`config.mk`:
```
export PLATFORM = sky130hd
export DESIGN_NAME = sub32_serial
export DESIGN_NICKNAME = d
export VERILOG_FILES = /design/src/rtl/sub32_serial.sv
export SDC_FILE = /design/constraint.sdc
export NUM_CORES = 1
export LEC_CHECK = 0
export ABC_AREA = 1
export CAP_MARGIN = 20
export CORE_ASPECT_RATIO = 0.6
export CORE_MARGIN = 5
export CORE_UTILIZATION = 47
export CTS_CLUSTER_SIZE = 12
export DETAILED_ROUTE_END_ITERATION = 10
export GPL_TIMING_DRIVEN = 0
export PLACE_DENSITY = 0.76
export SETUP_SLACK_MARGIN = 0.2
export SLEW_MARGIN = 40
export SYNTH_ARGS = -nofsm -noshare
export SYNTH_HDL_FRONTEND = slang
export SYNTH_SLANG_ARGS = --single-unit
export TNS_END_PERCENT = 5
```
`constraint.sdc`:
```
create_clock -name clk -period 1.7 [get_ports clk]
set_input_delay 0.255 -clock clk [delete_from_list [all_inputs] [get_ports clk]]
set_output_delay 0.255 -clock clk [all_outputs]
set_load 0.02 [all_outputs]
```
`src/rtl/sub32_serial.sv`:
```
// sub32_serial -- digit-serial subtractor (DIFF = A - B mod 2^WIDTH).
//
// Purpose:
//   Computes A - B as A + ~B + 1, DIGIT bits per clock, LSB first.
//   It uses a start/busy/done handshake. The operation takes N = WIDTH/DIGIT
//   digit cycles, followed by a one-cycle done pulse. The block reports the
//   unsigned borrow and the signed overflow.
//
// Ports:
//   clk    in   1      rising-edge clock
//   rst_n  in   1      asynchronous active-low reset
//   start  in   1      request, sampled only when not busy (IDLE or DONE)
//   a      in   WIDTH  minuend, captured on accepted start
//   b      in   WIDTH  subtrahend, captured on accepted start
//   busy   out  1      operation in progress
//   done   out  1      one-cycle pulse, diff/borrow/ovf valid
//   diff   out  WIDTH  A - B, held until the next completion
//   borrow out  1      A < B (unsigned)
//   ovf    out  1      signed overflow
//   zero   out  1      diff == 0 (only with SUB32_SERIAL_ZERO_FLAG_EN)
//
// Configuration:
//   SUB32_SERIAL_ZERO_FLAG_EN -- when defined, adds the 'zero' output.
//   'zero' is derived from a running all-zero accumulator that is updated
//   per digit.

module sub32_serial #(
  parameter int WIDTH = 32,
  parameter int DIGIT = 4
) (
  input  logic             clk,
  input  logic             rst_n,
  input  logic             start,
  input  logic [WIDTH-1:0] a,
  input  logic [WIDTH-1:0] b,
  output logic             busy,
  output logic             done,
  output logic [WIDTH-1:0] diff,
  output logic             borrow,
`ifdef SUB32_SERIAL_ZERO_FLAG_EN
  output logic             ovf,
  output logic             zero
`else
  output logic             ovf
`endif
);

  localparam int N     = WIDTH / DIGIT;
  localparam int CNT_W = (N > 1) ? $clog2(N) : 1;
  localparam logic [CNT_W-1:0] CNT_LAST = CNT_W'(N - 1);

  localparam logic [1:0] ST_IDLE = 2'b00;
  localparam logic [1:0] ST_RUN  = 2'b01;
  localparam logic [1:0] ST_DONE = 2'b10;

  logic [1:0]       state_r;
  logic [WIDTH-1:0] a_r;
  logic [WIDTH-1:0] b_r;
  logic [WIDTH-1:0] res_r;
  logic [CNT_W-1:0] cnt_r;
  logic             carry_r;

  logic [DIGIT-1:0] a_sl_s;
  logic [DIGIT-1:0] b_sl_s;
  logic [DIGIT:0]   sum_s;
  logic [DIGIT-1:0] dig_s;
  logic             c_s;
  logic [WIDTH-1:0] res_next_s;
  logic             accept_s;
  logic             last_s;

  // Current digit slice: the operand registers are shifted right every
  // digit cycle, so the active slice is always in the low bits.
  always_comb begin
    a_sl_s = a_r[DIGIT-1:0];
    b_sl_s = b_r[DIGIT-1:0];
    sum_s  = {1'b0, a_sl_s} + {1'b0, ~b_sl_s} + {{DIGIT{1'b0}}, carry_r};
    dig_s  = sum_s[DIGIT-1:0];
    c_s    = sum_s[DIGIT];
  end

  // The result digit enters from the MSB side. After N shifts, the first
  // digit has reached the LSB position.
  generate
    if (N == 1) begin : g_res_one
      assign res_next_s = dig_s;
    end else begin : g_res_many
      assign res_next_s = {dig_s, res_r[WIDTH-1:DIGIT]};
    end
  endgenerate

  assign accept_s = start && ((state_r == ST_IDLE) || (state_r == ST_DONE));
  assign last_s   = (cnt_r == CNT_LAST);

`ifdef SUB32_SERIAL_ZERO_FLAG_EN
  logic zacc_r;

  // Running all-zero accumulator. 'zero' is taken from it together with the
  // final digit, so no full-width compare is needed.
  always_ff @(posedge clk or negedge rst_n) begin
    if (!rst_n) begin
      zacc_r <= 1'b0;
      zero   <= 1'b0;
    end else if ((state_r == ST_IDLE) || (state_r == ST_DONE)) begin
      if (accept_s) begin
        zacc_r <= 1'b1;
      end
    end else if (state_r == ST_RUN) begin
      zacc_r <= zacc_r & (dig_s == {DIGIT{1'b0}});
      if (last_s) begin
        zero <= zacc_r & (dig_s == {DIGIT{1'b0}});
      end
    end
  end
`endif

  // Control FSM and datapath registers. The outputs change only on the last
  // digit edge.
  always_ff @(posedge clk or negedge rst_n) begin
    if (!rst_n) begin
      state_r <= ST_IDLE;
      a_r     <= {WIDTH{1'b0}};
      b_r     <= {WIDTH{1'b0}};
      res_r   <= {WIDTH{1'b0}};
      cnt_r   <= {CNT_W{1'b0}};
      carry_r <= 1'b0;
      busy    <= 1'b0;
      done    <= 1'b0;
      diff    <= {WIDTH{1'b0}};
      borrow  <= 1'b0;
      ovf     <= 1'b0;
    end else begin
      case (state_r)
        ST_IDLE, ST_DONE: begin
          done <= 1'b0;
          if (accept_s) begin
            a_r     <= a;
            b_r     <= b;
            carry_r <= 1'b1;             // the +1 of the two's complement of B
            cnt_r   <= {CNT_W{1'b0}};
            busy    <= 1'b1;
            state_r <= ST_RUN;
          end else begin
            state_r <= ST_IDLE;
          end
        end
        ST_RUN: begin
          a_r     <= a_r >> DIGIT;
          b_r     <= b_r >> DIGIT;
          carry_r <= c_s;
          res_r   <= res_next_s;
          if (last_s) begin
            // The final slice holds the sign bits of A, B and diff.
            diff    <= res_next_s;
            borrow  <= ~c_s;
            ovf     <= (a_sl_s[DIGIT-1] != b_sl_s[DIGIT-1]) &&
                       (dig_s[DIGIT-1] != a_sl_s[DIGIT-1]);
            busy    <= 1'b0;
            done    <= 1'b1;
            state_r <= ST_DONE;
          end else begin
            cnt_r <= cnt_r + CNT_W'(1);
          end
        end
        default: begin
          busy    <= 1'b0;
          done    <= 1'b0;
          state_r <= ST_IDLE;
        end
      endcase
    end
  end

endmodule
```
==> reports/metrics.yaml <==
outcome:
  outcome: "completed"
worst_setup_path:
  r2r-start: "a_r[0]"
  reg2reg_slack_ns: 0.02
  worst-path-buf-inv: 1
  slowest_delay_ns: 0.43
  rr_worst_depth: 6
  path_max_fanout: 2
  crit_required_ns: 2.02
  critPathLaunchType: "flip-flop"
  timing.rr.end: "carry_r"
  worst-path-stages: 6
  arrival_ns: 2.00
  critPathTopFamily: "adder cells"
  crit_start: "a_r[0]"
  worstPathCellList: "fa_2 -> fa_2 -> nand3_2 -> nand3_2 -> o21ai_2 -> inv_1"
  crit_type: "reg2reg"
  cp_slowest_cell: "dfrtp_2"
  end_kind: "flip-flop"
final_layout:
  nNetsFinal: 776
  fin_util_pct: 65.0
  fill_cells: 888
  drive_gt1_share_pct: 11.0
  diodes: 0
  area_growth_syn_to_layout_pct: 36.2
timing:
  slew_headroom_pct: 66.0
  setup_viol: 0
  rsz0062_at_grt: "yes"
  max_freq_mhz: 594
  worst_slew_pin_slew_ns: 0.511
  hold_violations: 0
  worst_clock_skew_ns: 0.00741
  post-route-period-util_pct: 99.0
  drv_slew: 0
  layout_min_cycle_time_ns: 1.68
power_and_ir_drop:
  p_seq_share_pct: 37.2
  intPower_mw: 9.44
  total_power_mw: 15.2
  clock_power_share_pct: 25.1
  p_sw_mw: 5.80
  combPwrFrac_pct: 37.8
  ir_drop_mv: 1.06
  p_per_area_nw_per_um2: 2090
  sw_frac_of_total_pct: 38.1
  p_leak_nw: 3.57
floorplanning:
  rows: 30
  start_util_pct: 47.7
  die_h_um: 92.7
  core_area_um2: 11200
  die_w_um: 148
  dieArea_um2: 13700
  boundaryPins: 103
global_route:
  antenna_found_initial: 0
  grt_pass1_wl_mm: 24.2
  overflow: 0
  grt_use_total_pct: 22.8
  grt_max_degree: 69
  grt_pass1_vias: 4717
clock_network:
  clock_path_buffers: 2
  h-tree-depth: 4
  tritoncts: "built"
  insertion_delay_ns: 0.42
  cts_sinks: 133
  cts_made_buffers: 17
  clkSlewWorstSetupHoldPaths_ns: 0.06
  cts-root-buf: "clkbuf_16"
route:
  drcViolationCount: 0
  viasPerCell: 5.36
  dr.pass1.iters: 7
  drt_iter0_drc: 404
  wl_per_cell_um: 17.3
  drt-total-wl_mm: 14.9
  ant_nets: 0
  vias: 4607
placed_design:
  gp_congestion: 0.846
  dp_hpwl_mm: 10.5
  io_buffers: 102
synth:
  synthMuxAreaShare_pct: 0
  ys_seq_elements: 133
  synth.distinct_cells: 19
  synth_compound_area_share_pct: 10.6
  synthesis.area_um2: 5360
  syn-mean-instance-area_um2: 9.30
  synth_simple_gate_area_share_pct: 19.8
  syn_nets: 650
  ys_seq_area_share_pct: 62.1
  synthCells: 576
  synthAdderAreaFrac_pct: 1.91
  synth_warnings: 0
  synthXorXnorAreaFrac_pct: 0.163
  synth_top_family_by_area: "simple AND/OR/NAND/NOR gates"
min_path:
  hold_path_class: "in2async"
run:
  maxCapViolCount: 0
-- layer usage --
layer  vias up  part of all wire (%)  track usage [%]
met5         -                     0                0
met4         0                   1.5             8.15
met3        29                   7.0             6.50
met2       182                    44             32.3
met1      2253                    48             33.5
li1       2143                     -                -
-- area by class of cell --
cell class | instances | area, um^2 | share of cell area, %
timing repair buffer | 107 | 1040 | 14.3
buffer | 33 | 239 | 3.27
tap | 144 | 180 | 2.47
clock buffer | 24 | 502 | 6.87
sequential | 133 | 3330 | 45.6
multi-input combinational | 382 | 1780 | 24.4
inverter | 28 | 105 | 1.44
clock inverter | 8 | 120 | 1.65
-- worst max-delay path by stage --
stage                to  slack (ns)
6_report        carry_r        0.02
5_1_grt         carry_r       -0.06
4_1_cts         carry_r        0.05
3_5_place_dp   diff[31]       -0.05
3_3_place_gp     b_r[8]       -4.58
2_1_floorplan   carry_r        0.17
-- cells by family after synthesis --
group,Yosys count
AO/OA/AOI/OAI,99
XOR/XNOR,1
adder cells (fa/ha/maj),7
buffers and inverters,61
flip-flops,133
AND/OR/NAND/NOR,275
-- metrics by stage --
step | TNS (ns) | cells | worst slack [ns] | instance area (um^2) | hold WS (ns)
final | 0 | 859 | 0.0178 | 7300 | 0.364
after detailed placement | -0.572 | 823 | -0.0513 | 6600 | 0.231
after floorplan | 0 | 576 | 0.175 | 5360 | -0.0406
after global placement | -607.86 | 822 | -4.58 | 6560 | 0.461
after global routing | -0.130 | 859 | -0.0613 | 7300 | 0.398
after CTS | 0 | 856 | 0.0455 | 7210 | 0.376
-- timing repair --
item | in CTS | in global routing
pin swaps | 5 | 4
setup buffers | 0 | 3
gates resized for setup | 47 | 26
endpoints found under the setup margin | 73 | 50
endpoints found under the hold margin | 65 | 0
hold buffers | 1 | 0
-- Yosys cell counts --
| master | count | area [um^2] |
|---|---|---|
| o22ai_1 | 56 | 350 |
| clkbuf_1 | 7 | 26.3 |
| fa_1 | 2 | 40.0 |
| o21ai_1 | 1 | 5.00 |
| a21oi_1 | 2 | 10.0 |
| buf_4 | 2 | 15.0 |
| dfrtp_1 | 133 | 3330 |
| buf_6 | 4 | 45.0 |
| ha_1 | 5 | 62.6 |
| xor2_1 | 1 | 8.76 |
| buf_2 | 19 | 95.1 |
| inv_1 | 26 | 97.6 |
| buf_1 | 1 | 3.75 |
| nand3_1 | 20 | 100 |
| nand2_1 | 137 | 514 |
| nor2_1 | 116 | 435 |
| o21ai_0 | 40 | 200 |
| inv_2 | 2 | 7.51 |
| nand2_2 | 2 | 12.5 |
-- power by group through the flow --
stage	clock (mW)	combinational [mW]	sequential, mW
after detailed placement	0	5.72	5.65
after floorplan	0	3.21	5.84
after global routing	4.00	6.43	5.82
after CTS	3.84	5.55	5.63
after global placement	0	5.46	5.61
final	3.82	5.76	5.66
-- placed cells by master, fill, tap and decap left out, types with 4 or more instances in the layout --
cell and n:
inv_1 24, clkbuf_8 5, clkbuf_16 17, buf_4 4, clkbuf_1 6, buf_6 8
o21ai_0 38, dfrtp_1 131, ha_1 4, dlygate4sd2_1 36, nor2_1 116, inv_2 4
buf_2 12, clkdlybuf4s50_1 65, nand3_1 17, nand2_1 136, o22ai_1 56
-- state kept, by name, indices dropped and copies added (netlist names) --
name and flops:
borrow 1, carry_r 1, b_r 32, state_r 1, done 1, cnt_r 3, busy 1, diff 32
ovf 1, res_r 28, a_r 32
Power figures use the tool's default switching activity.
